File: config.mk
export PLATFORM = sky130hd
export DESIGN_NAME = muldiv_unit
export DESIGN_NICKNAME = d
export VERILOG_FILES = /design/src/rtl/muldiv_pkg.sv /design/src/rtl/muldiv_sign_fix.sv /design/src/rtl/muldiv_unit.sv
export SDC_FILE = /design/constraint.sdc
export NUM_CORES = 1
export LEC_CHECK = 0
export BUFFER_PORTS_ARGS = -buffer_cell sky130_fd_sc_hd__buf_4
export CAP_MARGIN = 20
export CORE_UTILIZATION = 30
export CTS_CLUSTER_DIAMETER = 100
export DETAILED_ROUTE_END_ITERATION = 10
export GPL_TIMING_DRIVEN = 0
export SYNTH_ARGS = -nofsm -noshare
export SYNTH_HDL_FRONTEND = slang
export SYNTH_HIERARCHICAL = 1
export SYNTH_SLANG_ARGS = --single-unit
File: constraint.sdc
create_clock -name clk -period 7.85 [get_ports clk]
set_input_delay 1.57 -clock clk [delete_from_list [all_inputs] [get_ports clk]]
set_output_delay 1.57 -clock clk [all_outputs]
set_load 0.03 [all_outputs]
File: src/rtl/muldiv_pkg.sv
// rtl/muldiv_pkg.sv - shared op encodings, FSM states and constants for muldiv_unit
package muldiv_pkg;

    typedef enum logic [1:0] {
        OP_MULTU = 2'b00,
        OP_MULT  = 2'b01,
        OP_DIVU  = 2'b10,
        OP_DIV   = 2'b11
    } op_e;

    typedef enum logic [1:0] {
        IDLE = 2'b00,
        MUL  = 2'b01,
        DIV  = 2'b10,
        FIX  = 2'b11
    } state_e;

    localparam int MAX_WIDTH = 64;

    // Quotient reported on divide-by-zero; sliced to WIDTH by the user.
    localparam logic [MAX_WIDTH-1:0] DIV0_QUOTIENT = '1;

endpackage

File: src/rtl/muldiv_sign_fix.sv
// rtl/muldiv_sign_fix.sv - combinational conditional two's-complement negate (abs / sign restore)
module muldiv_sign_fix #(
    parameter int N = 64
) (
    input  logic [N-1:0] i_val,
    input  logic         i_neg,
    output logic [N-1:0] o_val
);

    assign o_val = i_neg ? (~i_val + N'(1)) : i_val;

endmodule

File: src/rtl/muldiv_unit.sv
// rtl/muldiv_unit.sv - iterative MULT/MULTU/DIV/DIVU unit holding HI/LO; MULDIV_EARLY_OUT_EN enables multiply early-out
module muldiv_unit
    import muldiv_pkg::*;
#(
    parameter int WIDTH = 32
) (
    input  logic             clk,
    input  logic             rst_n,
    input  logic             start,
    input  logic [1:0]       op,
    input  logic [WIDTH-1:0] a,
    input  logic [WIDTH-1:0] b,
    input  logic             flush,
    output logic             busy,
    output logic             done,
    output logic             div_by_zero,
    output logic [WIDTH-1:0] hi,
    output logic [WIDTH-1:0] lo
);

    localparam int CW = $clog2(WIDTH) + 1;
    localparam int W2 = 2 * WIDTH;

    state_e           r_state;
    logic             r_busy;
    logic             r_done;
    logic             r_div_by_zero;
    logic [WIDTH-1:0] r_hi;
    logic [WIDTH-1:0] r_lo;
    logic             r_is_div;
    logic             r_div0;
    logic             r_neg_lo;
    logic             r_neg_hi;
    logic [CW-1:0]    r_cnt;
    logic [W2-1:0]    r_mcand;
    logic [W2-1:0]    r_acc;
    logic [WIDTH-1:0] r_opb;

    op_e              w_op;
    logic             w_is_div;
    logic             w_signed;
    logic [WIDTH-1:0] w_abs_a;
    logic [WIDTH-1:0] w_abs_b;
    logic [W2-1:0]    w_mul_sum;
    logic             w_last_iter;
    logic             w_mul_last;
    logic [WIDTH:0]   w_div_shift;
    logic [WIDTH:0]   w_div_diff;
    logic [WIDTH-1:0] w_rem_next;
    logic [WIDTH-1:0] w_quo_next;
    logic [W2-1:0]    w_fix_in;
    logic [W2-1:0]    w_fix_lo;
    logic [WIDTH-1:0] w_fix_rem;

    assign w_op     = op_e'(op);
    assign w_is_div = (w_op == OP_DIVU) || (w_op == OP_DIV);
    assign w_signed = (w_op == OP_MULT) || (w_op == OP_DIV);

    muldiv_sign_fix #(.N(WIDTH)) u_abs_a (
        .i_val (a),
        .i_neg (w_signed & a[WIDTH-1]),
        .o_val (w_abs_a)
    );

    muldiv_sign_fix #(.N(WIDTH)) u_abs_b (
        .i_val (b),
        .i_neg (w_signed & b[WIDTH-1]),
        .o_val (w_abs_b)
    );

    // Multiply: accumulate the left-shifting multiplicand for each set multiplier bit.
    assign w_mul_sum   = r_acc + (r_opb[0] ? r_mcand : {W2{1'b0}});
    assign w_last_iter = (r_cnt == CW'(1));

`ifdef MULDIV_EARLY_OUT_EN
    // Product is already aligned once no higher multiplier bits remain.
    assign w_mul_last = w_last_iter || (r_opb[WIDTH-1:1] == '0);
`else
    assign w_mul_last = w_last_iter;
`endif

    // Divide: r_acc holds {remainder, dividend/quotient}, shifted left one bit per step.
    assign w_div_shift = {r_acc[W2-1:WIDTH], r_acc[WIDTH-1]};
    assign w_div_diff  = w_div_shift - {1'b0, r_opb};
    assign w_rem_next  = w_div_diff[WIDTH] ? w_div_shift[WIDTH-1:0] : w_div_diff[WIDTH-1:0];
    assign w_quo_next  = {r_acc[WIDTH-2:0], ~w_div_diff[WIDTH]};

    assign w_fix_in = r_is_div ? {{WIDTH{1'b0}}, r_acc[WIDTH-1:0]} : r_acc;

    muldiv_sign_fix #(.N(W2)) u_fix_lo (
        .i_val (w_fix_in),
        .i_neg (r_neg_lo),
        .o_val (w_fix_lo)
    );

    muldiv_sign_fix #(.N(WIDTH)) u_fix_rem (
        .i_val (r_acc[W2-1:WIDTH]),
        .i_neg (r_neg_hi),
        .o_val (w_fix_rem)
    );

    always_ff @(posedge clk or negedge rst_n) begin
        if (!rst_n) begin
            r_state       <= IDLE;
            r_busy        <= 1'b0;
            r_done        <= 1'b0;
            r_div_by_zero <= 1'b0;
            r_hi          <= '0;
            r_lo          <= '0;
            r_is_div      <= 1'b0;
            r_div0        <= 1'b0;
            r_neg_lo      <= 1'b0;
            r_neg_hi      <= 1'b0;
            r_cnt         <= '0;
            r_mcand       <= '0;
            r_acc         <= '0;
            r_opb         <= '0;
        end else begin
            r_done <= 1'b0;
            if (flush) begin
                r_state <= IDLE;
                r_busy  <= 1'b0;
            end else begin
                case (r_state)
                    IDLE: begin
                        if (start) begin
                            r_busy   <= 1'b1;
                            r_cnt    <= CW'(WIDTH);
                            r_is_div <= w_is_div;
                            r_div0   <= 1'b0;
                            r_neg_lo <= w_signed & (a[WIDTH-1] ^ b[WIDTH-1]);
                            r_neg_hi <= w_signed & a[WIDTH-1];
                            r_opb    <= w_abs_b;
                            if (!w_is_div) begin
                                r_mcand <= {{WIDTH{1'b0}}, w_abs_a};
                                r_acc   <= '0;
                                r_state <= MUL;
                            end else if (b == '0) begin
                                // Raw dividend parked in the remainder half for hi.
                                r_div0  <= 1'b1;
                                r_acc   <= {a, {WIDTH{1'b0}}};
                                r_state <= FIX;
                            end else begin
                                r_acc   <= {{WIDTH{1'b0}}, w_abs_a};
                                r_state <= DIV;
                            end
                        end
                    end
                    MUL: begin
                        r_acc   <= w_mul_sum;
                        r_mcand <= r_mcand << 1;
                        r_opb   <= r_opb >> 1;
                        r_cnt   <= r_cnt - CW'(1);
                        if (w_mul_last) begin
                            r_state <= FIX;
                        end
                    end
                    DIV: begin
                        r_acc <= {w_rem_next, w_quo_next};
                        r_cnt <= r_cnt - CW'(1);
                        if (w_last_iter) begin
                            r_state <= FIX;
                        end
                    end
                    FIX: begin
                        if (r_div0) begin
                            r_hi          <= r_acc[W2-1:WIDTH];
                            r_lo          <= DIV0_QUOTIENT[WIDTH-1:0];
                            r_div_by_zero <= 1'b1;
                        end else if (r_is_div) begin
                            r_hi          <= w_fix_rem;
                            r_lo          <= w_fix_lo[WIDTH-1:0];
                            r_div_by_zero <= 1'b0;
                        end else begin
                            r_hi          <= w_fix_lo[W2-1:WIDTH];
                            r_lo          <= w_fix_lo[WIDTH-1:0];
                            r_div_by_zero <= 1'b0;
                        end
                        r_busy  <= 1'b0;
                        r_done  <= 1'b1;
                        r_state <= IDLE;
                    end
                    default: begin
                        r_state <= IDLE;
                        r_busy  <= 1'b0;
                    end
                endcase
            end
        end
    end

    assign busy        = r_busy;
    assign done        = r_done;
    assign div_by_zero = r_div_by_zero;
    assign hi          = r_hi;
    assign lo          = r_lo;

endmodule

==> out/results.tsv, run 1 <==
stage	metric	value	unit
finish	Reg area	5981	um^2
synthesis	distinct cell type count after synthesis	105	
synthesis	Post-Syn Area per Cell	8.058	um^2
routing	antenna-violating nets left	0	
global_route	GRT Total Usage	0.2257	
synthesis	Post-Synth Adder-Cell Area	0.06083	
power	Clk pwr share	0.132	
synthesis	Ys Warns	6	
cts	clk sinks	239	
flow_run	max-cap violations	0	
routing	Routed wire per std cell	22.18	um
critical_path	crit path buf inv count	2	
power	Pint	5422	uW
routing	drt pass-1 iters	11	
synthesis	main combinational cell family by area after synthesis	compound AO/OA/AOI/OAI gates	
critical_path	critical path's top delay family	compound AO/OA/AOI/OAI gates	
cts	clk slew on worst S/H paths	60	ps
timing	Fin. Hold Viols	0	
finish	Antenna Cells	0	
global_route	vias in the first global route	20900	
timing	RSZ-0062 raised after global routing	no	
critical_path	Worst EP arrival	6110	ps
die	DIE AREA	75280	um^2
power	Reg power frac	0.225	
timing	clk_skew	12.80	ps
cts	CTS Hold Buffers Added	0	
cts	setup repair bufs after CTS	0	
synthesis	Main synth FF type	dfrtp_1	
synthesis	Compound-Gate Fraction of Synth Area	0.2535	
finish	share of post-route cells with drive strength above 1	0.1113	
finish	area delta synth->final	15.08	%
critical_path	Critical Path RT	8270	ps
timing	Max Freq	176.0	MHz
hold_path	hold crit path type	register to register	
critical_path	CP Max Fanout	10	
synthesis	top cell type by total area after synthesis	dfrtp_1	
timing	max_slew headroom	0.2718	
placement	GP Congestion	0.9870	
critical_path	critical path class	register to register	
cts	clock buffer depth	3	
power	Net Sw Frac	0.5290	
die	die width	274.4	um
synthesis	syn nets	2939	
synthesis	Async SR Flop Fraction	1.000	
finish	# fillers	7715	
synthesis	multiplexer area fraction after synthesis	0.05633	
synthesis	Synth Instances	2762	
critical_path	Critical Path End Type	register	
critical_path	Startpoint Class	register	
routing	DR vias/cell	5.596	
synthesis	number of synthesized flops with an enable pin	0	
synthesis	top cells by area, synth	dfrtp_1 27%, xnor2_1 7.8%, nand2_1 6.4%	
synthesis	Post-Syn Area	22260	um^2
power	P_leak	0.01088	uW
finish	NumNets Final	3110	
synthesis	count leader, synth	nand2_1	
timing	Pins Over Slew Limit	0	
outcome	outcome	complete, but fails checks	
timing	Worst Max-Slew Pin Slew	1092	ps
critical_path	CP cell instances	clkbuf_1 > clkbuf_1 > and2_1 > ha_1 > a21oi_1 > o211ai_1 > o311ai_1 > a21oi_1 > o21ai_1 > a22oi_1 > a41o_1 > a31oi_1 > a221oi_1 > a31oi_1	
power	Design Power	11510	uW
global_route	initial antenna violation count	4	
routing	Vias	21910	
power	P_sw	6090	uW
placement	port buffer count	136	
synthesis	post-synthesis xor/xnor area fraction	0.09090	
routing	DRT Wirelength	86870	um
die	Placeable Area	73210	um^2
timing	crit path time final	5682	ps
outcome	failing checks	DRC	
global_route	pin count of the biggest net entering global routing	107	
cts	CTS Buf Count	31	
synthesis	Yosys top cell area share	0.2687	
die	std cell rows	99	
critical_path	critical path's largest stage delay	810	ps
timing	Final Setup Violations	0	
cts	TritonCTS clock tree	yes	
die	starting density of the core	0.3040	
cts	Skew-Pair Late Insertion Delay	600	ps
critical_path	slowest CP cell	clkbuf_1	
finish	area of the multi-input gates	15310	um^2
cts	root buf cell	clkbuf_16	
power	peak supply drop	0.1909	mV
global_route	first-pass GRT wire length	130600	um
synthesis	Yosys reg bits	239	
die	Die H	274.4	um
die	IO Pins	137	
routing	DRC errors left	7	
timing	setup_tns	0	ps
power	Comb pwr share	0.642	
cts	post-CTS resize count	0	
timing	crit share post-route	0.7239	
routing	drt first-iter violations	2002	
power	PwrDens	449.5	nW/um^2
synthesis	Commonest cells post-synth	382 x nand2_1, 239 x dfrtp_1, 235 x a21oi_1, 228 x o21ai_0, 199 x xnor2_1	
synthesis	Post-Synth Simple-Gate Area	0.2265	
cts	H-tree levels	1	
placement	post-DP HPWL	68450	um
global_route	GRT Residual Overflow	0	
synthesis	Seq/Total Area, Yosys	0.2687	
## per-stage QoR
stage	setup WS [ps]	cell area [um^2]	util	hold slack (ps)	instances
global placement	2452	24480	0.3344	458.3	3857
CTS	2441	25610	0.3499	485.7	3916
global route	2207	25610	0.3499	500.7	3916
floorplan	4462	22260	-	439.1	2762
detailed placement	2437	24540	0.3352	472.2	3859
finish	2168	25610	0.3499	479.8	3916
## state kept, by name (all words and copies together), names as in the netlist
name         cells
r_is_div         1
r_mcand         64
r_cnt            6
lo              32
r_neg_lo         1
div_by_zero      1
r_opb           32
done             1
busy             1
r_neg_hi         1
r_acc           64
hi              32
r_div0           1
r_state          2
## power groups by stage
stage / Sequential (uW) / Clock [uW] / Combinational (uW)
floorplan: 2410 / 0 / 5080
global placement: 2560 / 0 / 7230
detailed placement: 2580 / 0 / 7270
CTS: 2550 / 1550 / 7300
global route: 2640 / 1590 / 8040
finish: 2590 / 1520 / 7390
## placed cells by master (no fill, tap or decap), types with 31 or more instances in the layout
| cell type | synthesis | final |
|---|---|---|
| inv_1 | 79 | 79 |
| o21ai_0 | 228 | 228 |
| clkbuf_16 | 0 | 31 |
| and2_1 | 71 | 71 |
| xor2_1 | 32 | 32 |
| a21o_1 | 53 | 53 |
| ha_1 | 105 | 105 |
| nor2b_1 | 47 | 47 |
| o31ai_1 | 54 | 54 |
| xnor2_1 | 199 | 199 |
| nand2_1 | 382 | 382 |
| nand3_1 | 70 | 70 |
| clkbuf_1 | 129 | 132 |
| mux2i_1 | 99 | 99 |
| nor2_1 | 181 | 181 |
| a21oi_1 | 235 | 235 |
| buf_4 | 5 | 140 |
| dfrtp_1 | 239 | 239 |
## layer usage
metal	track usage	wire length, um	vias to the layer above
met4	0.08041	3196	0
met5	0	0	-
li1	-	-	10310
met2	0.3585	38850	832
met1	0.3072	38300	10600
met3	0.03617	6514	170
## cell type report
class / instances / area share
clock buffer: 39 / 0.03341
sequential: 239 / 0.2335
timing repair buffer: 138 / 0.04231
buffer: 163 / 0.02584
clock inverter: 18 / 0.008451
multi-input combinational: 2280 / 0.5979
tap: 959 / 0.04685
inverter: 80 / 0.01172
## worst register-to-register path: stages, from the launching register on
cell and delay, ps:
dfrtp_1 500, clkbuf_1 810, clkbuf_1 480, and2_1 250, ha_1 240, a21oi_1 180
o211ai_1 220, o311ai_1 690, a21oi_1 280, o21ai_1 310, a22oi_1 180, a41o_1 430
a31oi_1 250, a221oi_1 110, a31oi_1 570
## cells by family (layout without fill, tap and decap cells)
kind of cell    Yosys count  after routing
mux                     119            119
xor+xnor                231            231
flops                   239            239
fa+ha+maj               107            107
buf+inv                 243            438
compound gates          843            843
simple gates            980            980
## path summary, 6_finish.rpt
path	start	endpoint	slack [ps]	cells after the start
max in group asynchronous	rst_n	hi[4]	6030	2
min	hi[4]	hi[4]	480	2
max	r_opb[0]	r_acc[63]	2170	14
max reg2reg	r_opb[0]	r_acc[63]	2170	14
min reg2reg	hi[4]	hi[4]	480	2
min in group asynchronous	rst_n	r_mcand[3]	880	1
No activity file was read; power rests on OpenSTA's default activity.
==> run 2: changes to the inputs <==
--- a/config.mk
+++ b/config.mk
@@ -5,6 +5,7 @@
 export SDC_FILE = /design/constraint.sdc
 export NUM_CORES = 1
 export LEC_CHECK = 0
+export ABC_AREA = 1
 export BUFFER_PORTS_ARGS = -buffer_cell sky130_fd_sc_hd__buf_4
 export CAP_MARGIN = 20
 export CORE_UTILIZATION = 30
==> constraint.sdc (replaced) <==
create_clock -name clk -period 4.8 [get_ports clk]
set_input_delay 0.96 -clock clk [delete_from_list [all_inputs] [get_ports clk]]
set_output_delay 0.96 -clock clk [all_outputs]
set_load 0.03 [all_outputs]
==> run 2 against run 1 <==
Against the previous run:
- the flow now finishes without violations
- clock-buffer cell count up 6
- critical path depth rose by 6
- setup slack worse by 1800 ps
- final cell count is 55% higher
- non-clock buffer count down 14
- clock power is 89% higher
- sequential power up 64%
- flip-flop and latch count did not move
- fmax grew 29%
- largest cell class unchanged
- largest power group unchanged
==> out/results.tsv, run 2 <==
stage	metric	value	unit
timing	clk_skew	26.55	ps
finish	most frequent cells in the layout	1741 x nand2_1, 726 x inv_1, 466 x nor2_1	
global_route	GRT Residual Overflow	0	
die	std cell rows	109	
synthesis	Post-Syn Area	27150	um^2
timing	Fin. Hold Viols	0	
finish	share of post-route cells with drive strength above 1	0.09812	
placement	GP Congestion	1.054	
outcome	outcome	complete, no violations	
cts	root buf cell	clkbuf_16	
placement	port buffer count	136	
global_route	initial antenna violation count	3	
routing	DR vias/cell	5.024	
timing	Pins Over Slew Limit	0	
synthesis	Seq/Total Area, Yosys	0.2203	
timing	max_slew headroom	0.2518	
synthesis	count leader, synth	nand2_1	
finish	commonest non-fill, non-tap cell in the layout	nand2_1	
timing	RSZ-0062 raised after global routing	no	
routing	Vias	30440	
timing	crit share post-route	0.9161	
finish	Largest regs	r_acc: 64 flops, r_mcand: 64 flops	
timing	setup_tns	0	ps
global_route	GRT busiest layer	met2	
cts	TritonCTS clock tree	yes	
die	IO Pins	137	
critical_path	Critical Path End Type	register	
cts	post-CTS resize count	0	
cts	clk sinks	239	
timing	smallest hold slack	286.2	ps
synthesis	number of synthesized flops with an enable pin	0	
synthesis	top cell type by total area after synthesis	nand2_1	
power	P_leak	0.01669	uW
global_route	pin count of the biggest net entering global routing	108	
global_route	vias in the first global route	27890	
power	PwrDens	731.5	nW/um^2
power	peak supply drop	0.3041	mV
synthesis	syn nets	4866	
timing	Worst Max-Slew Pin Slew	1114	ps
cts	Skew-Pair Late Insertion Delay	590	ps
routing	DRT Wirelength	119500	um
timing	crit path time final	4397	ps
cts	clock buffer depth	3	
critical_path	Startpoint Class	register	
die	starting density of the core	0.3048	
synthesis	Yosys reg bits	239	
routing	drt first-iter violations	3128	
hold_path	hold crit path type	input pin to asynchronous set/reset pin	
critical_path	CP Max Fanout	10	
synthesis	Main synth FF type	dfrtp_1	
die	die width	302.8	um
synthesis	Synth Instances	4689	
synthesis	Post-Syn Area per Cell	5.790	um^2
critical_path	Worst EP arrival	4870	ps
cts	clk slew on worst S/H paths	60	ps
cts	CTS Hold Buffers Added	0	
flow_run	max-cap violations	0	
die	Die H	302.8	um
critical_path	Critical Path RT	5270	ps
cts	CTS Buf Count	35	
synthesis	Commonest cells post-synth	1741 x nand2_1, 726 x inv_1, 466 x nor2_1, 365 x nand3_1, 239 x dfrtp_1	
timing	Final Setup Violations	0	
synthesis	distinct cell type count after synthesis	63	
cts	H-tree levels	2	
die	Placeable Area	89060	um^2
die	DIE AREA	91700	um^2
global_route	first-pass GRT wire length	175700	um
finish	area delta synth->final	14.07	%
routing	DRC errors left	0	
global_route	GRT Total Usage	0.2566	
timing	Max Freq	227.4	MHz
global_route	M1 GR Usage	0.3452	
routing	antenna-violating nets left	0	
synthesis	Yosys top cell area share	0.2407	
finish	NumNets Final	5043	
cts	setup repair bufs after CTS	0	
synthesis	top cells by area, synth	nand2_1 24%, dfrtp_1 22%, inv_1 10%	
synthesis	Ys Warns	6	
routing	Routed wire per std cell	19.72	um
placement	post-DP HPWL	98360	um
routing	drt pass-1 iters	5	
global_route	met3 Track Usage GR	0.03774	
critical_path	critical path class	register to register	
global_route	GR Util met2	0.4015	
synthesis	Async SR Flop Fraction	1.000	
run 2: worst paths after layout:
| check | from | to | slack (ps) | cells after the start |
|---|---|---|---|---|
| max in group asynchronous | rst_n | hi[21] | 3150 | 3 |
| max reg2reg | r_opb[0] | r_acc[63] | 400 | 20 |
| min in group clk | r_neg_lo | r_neg_lo | 490 | 2 |
| min reg2reg | r_neg_lo | r_neg_lo | 490 | 2 |
| min | rst_n | r_mcand[30] | 290 | 1 |
| max | r_opb[0] | r_acc[63] | 400 | 20 |
run 2: logic make-up after synthesis:
family | Yosys count | synth area share
AO/OA/AOI/OAI | 496 | 0.1113
AND/OR/NAND/NOR | 2861 | 0.4568
XOR/XNOR | 95 | 0.03092
adder cells (fa/ha/maj) | 107 | 0.04987
buffers and inverters | 891 | 0.1308
flip-flops | 239 | 0.2203
run 2: metrics by stage:
stage	cell area, um^2	instances	worst slack (ps)	utilization	power, uW
after floorplan	27150	4689	2338	-	14160
after global placement	29630	5990	75.51	0.3327	19310
after detailed placement	29710	5994	543.8	0.3336	19430
after CTS	30960	6057	545.6	0.3477	22370
after global routing	30960	6057	350.7	0.3477	24210
final	30970	6059	402.8	0.3477	22650
run 2: final cells by class:
type | instances | area [um^2]
fill | 9955 | 58090
multi-input combinational | 3559 | 17620
sequential | 239 | 5981
inverter | 744 | 2810
tap | 1165 | 1458
timing repair buffer | 140 | 1106
clock buffer | 45 | 994.7
buffer | 147 | 742.0
clock inverter | 18 | 256.5
antenna | 2 | 5.005
run 2: metal layers:
metal | vias to the layer above | part of all wire
li1 | 14980 | -
met1 | 13990 | 0.44
met2 | 1223 | 0.43
met3 | 244 | 0.077
met4 | 2 | 0.054
met5 | - | 0.00011
run 2: where the power goes:
group          switching [uW]  internal [uW]  leakage [uW]  total [uW]
clock network            1120           1750      0.000617        2870
registers                1420           2820       0.00296        4250
logic                   10700           4860        0.0131       15500
run 2: worst max-delay path, cell delays in order (launching register included):
cell	delay (ps)
dfrtp_1	470
clkbuf_1	570
clkbuf_1	500
nand2_1	140
inv_1	100
ha_1	190
nand2_1	220
nor2_1	390
nand2_1	100
nand2_1	270
nand2_1	90
nand2_1	170
nand2_1	80
nand2_1	250
nand2_1	180
nand2_1	100
nand2_1	50
nand3_1	190
nand3_1	120
nand2_1	70
nand2_1	50
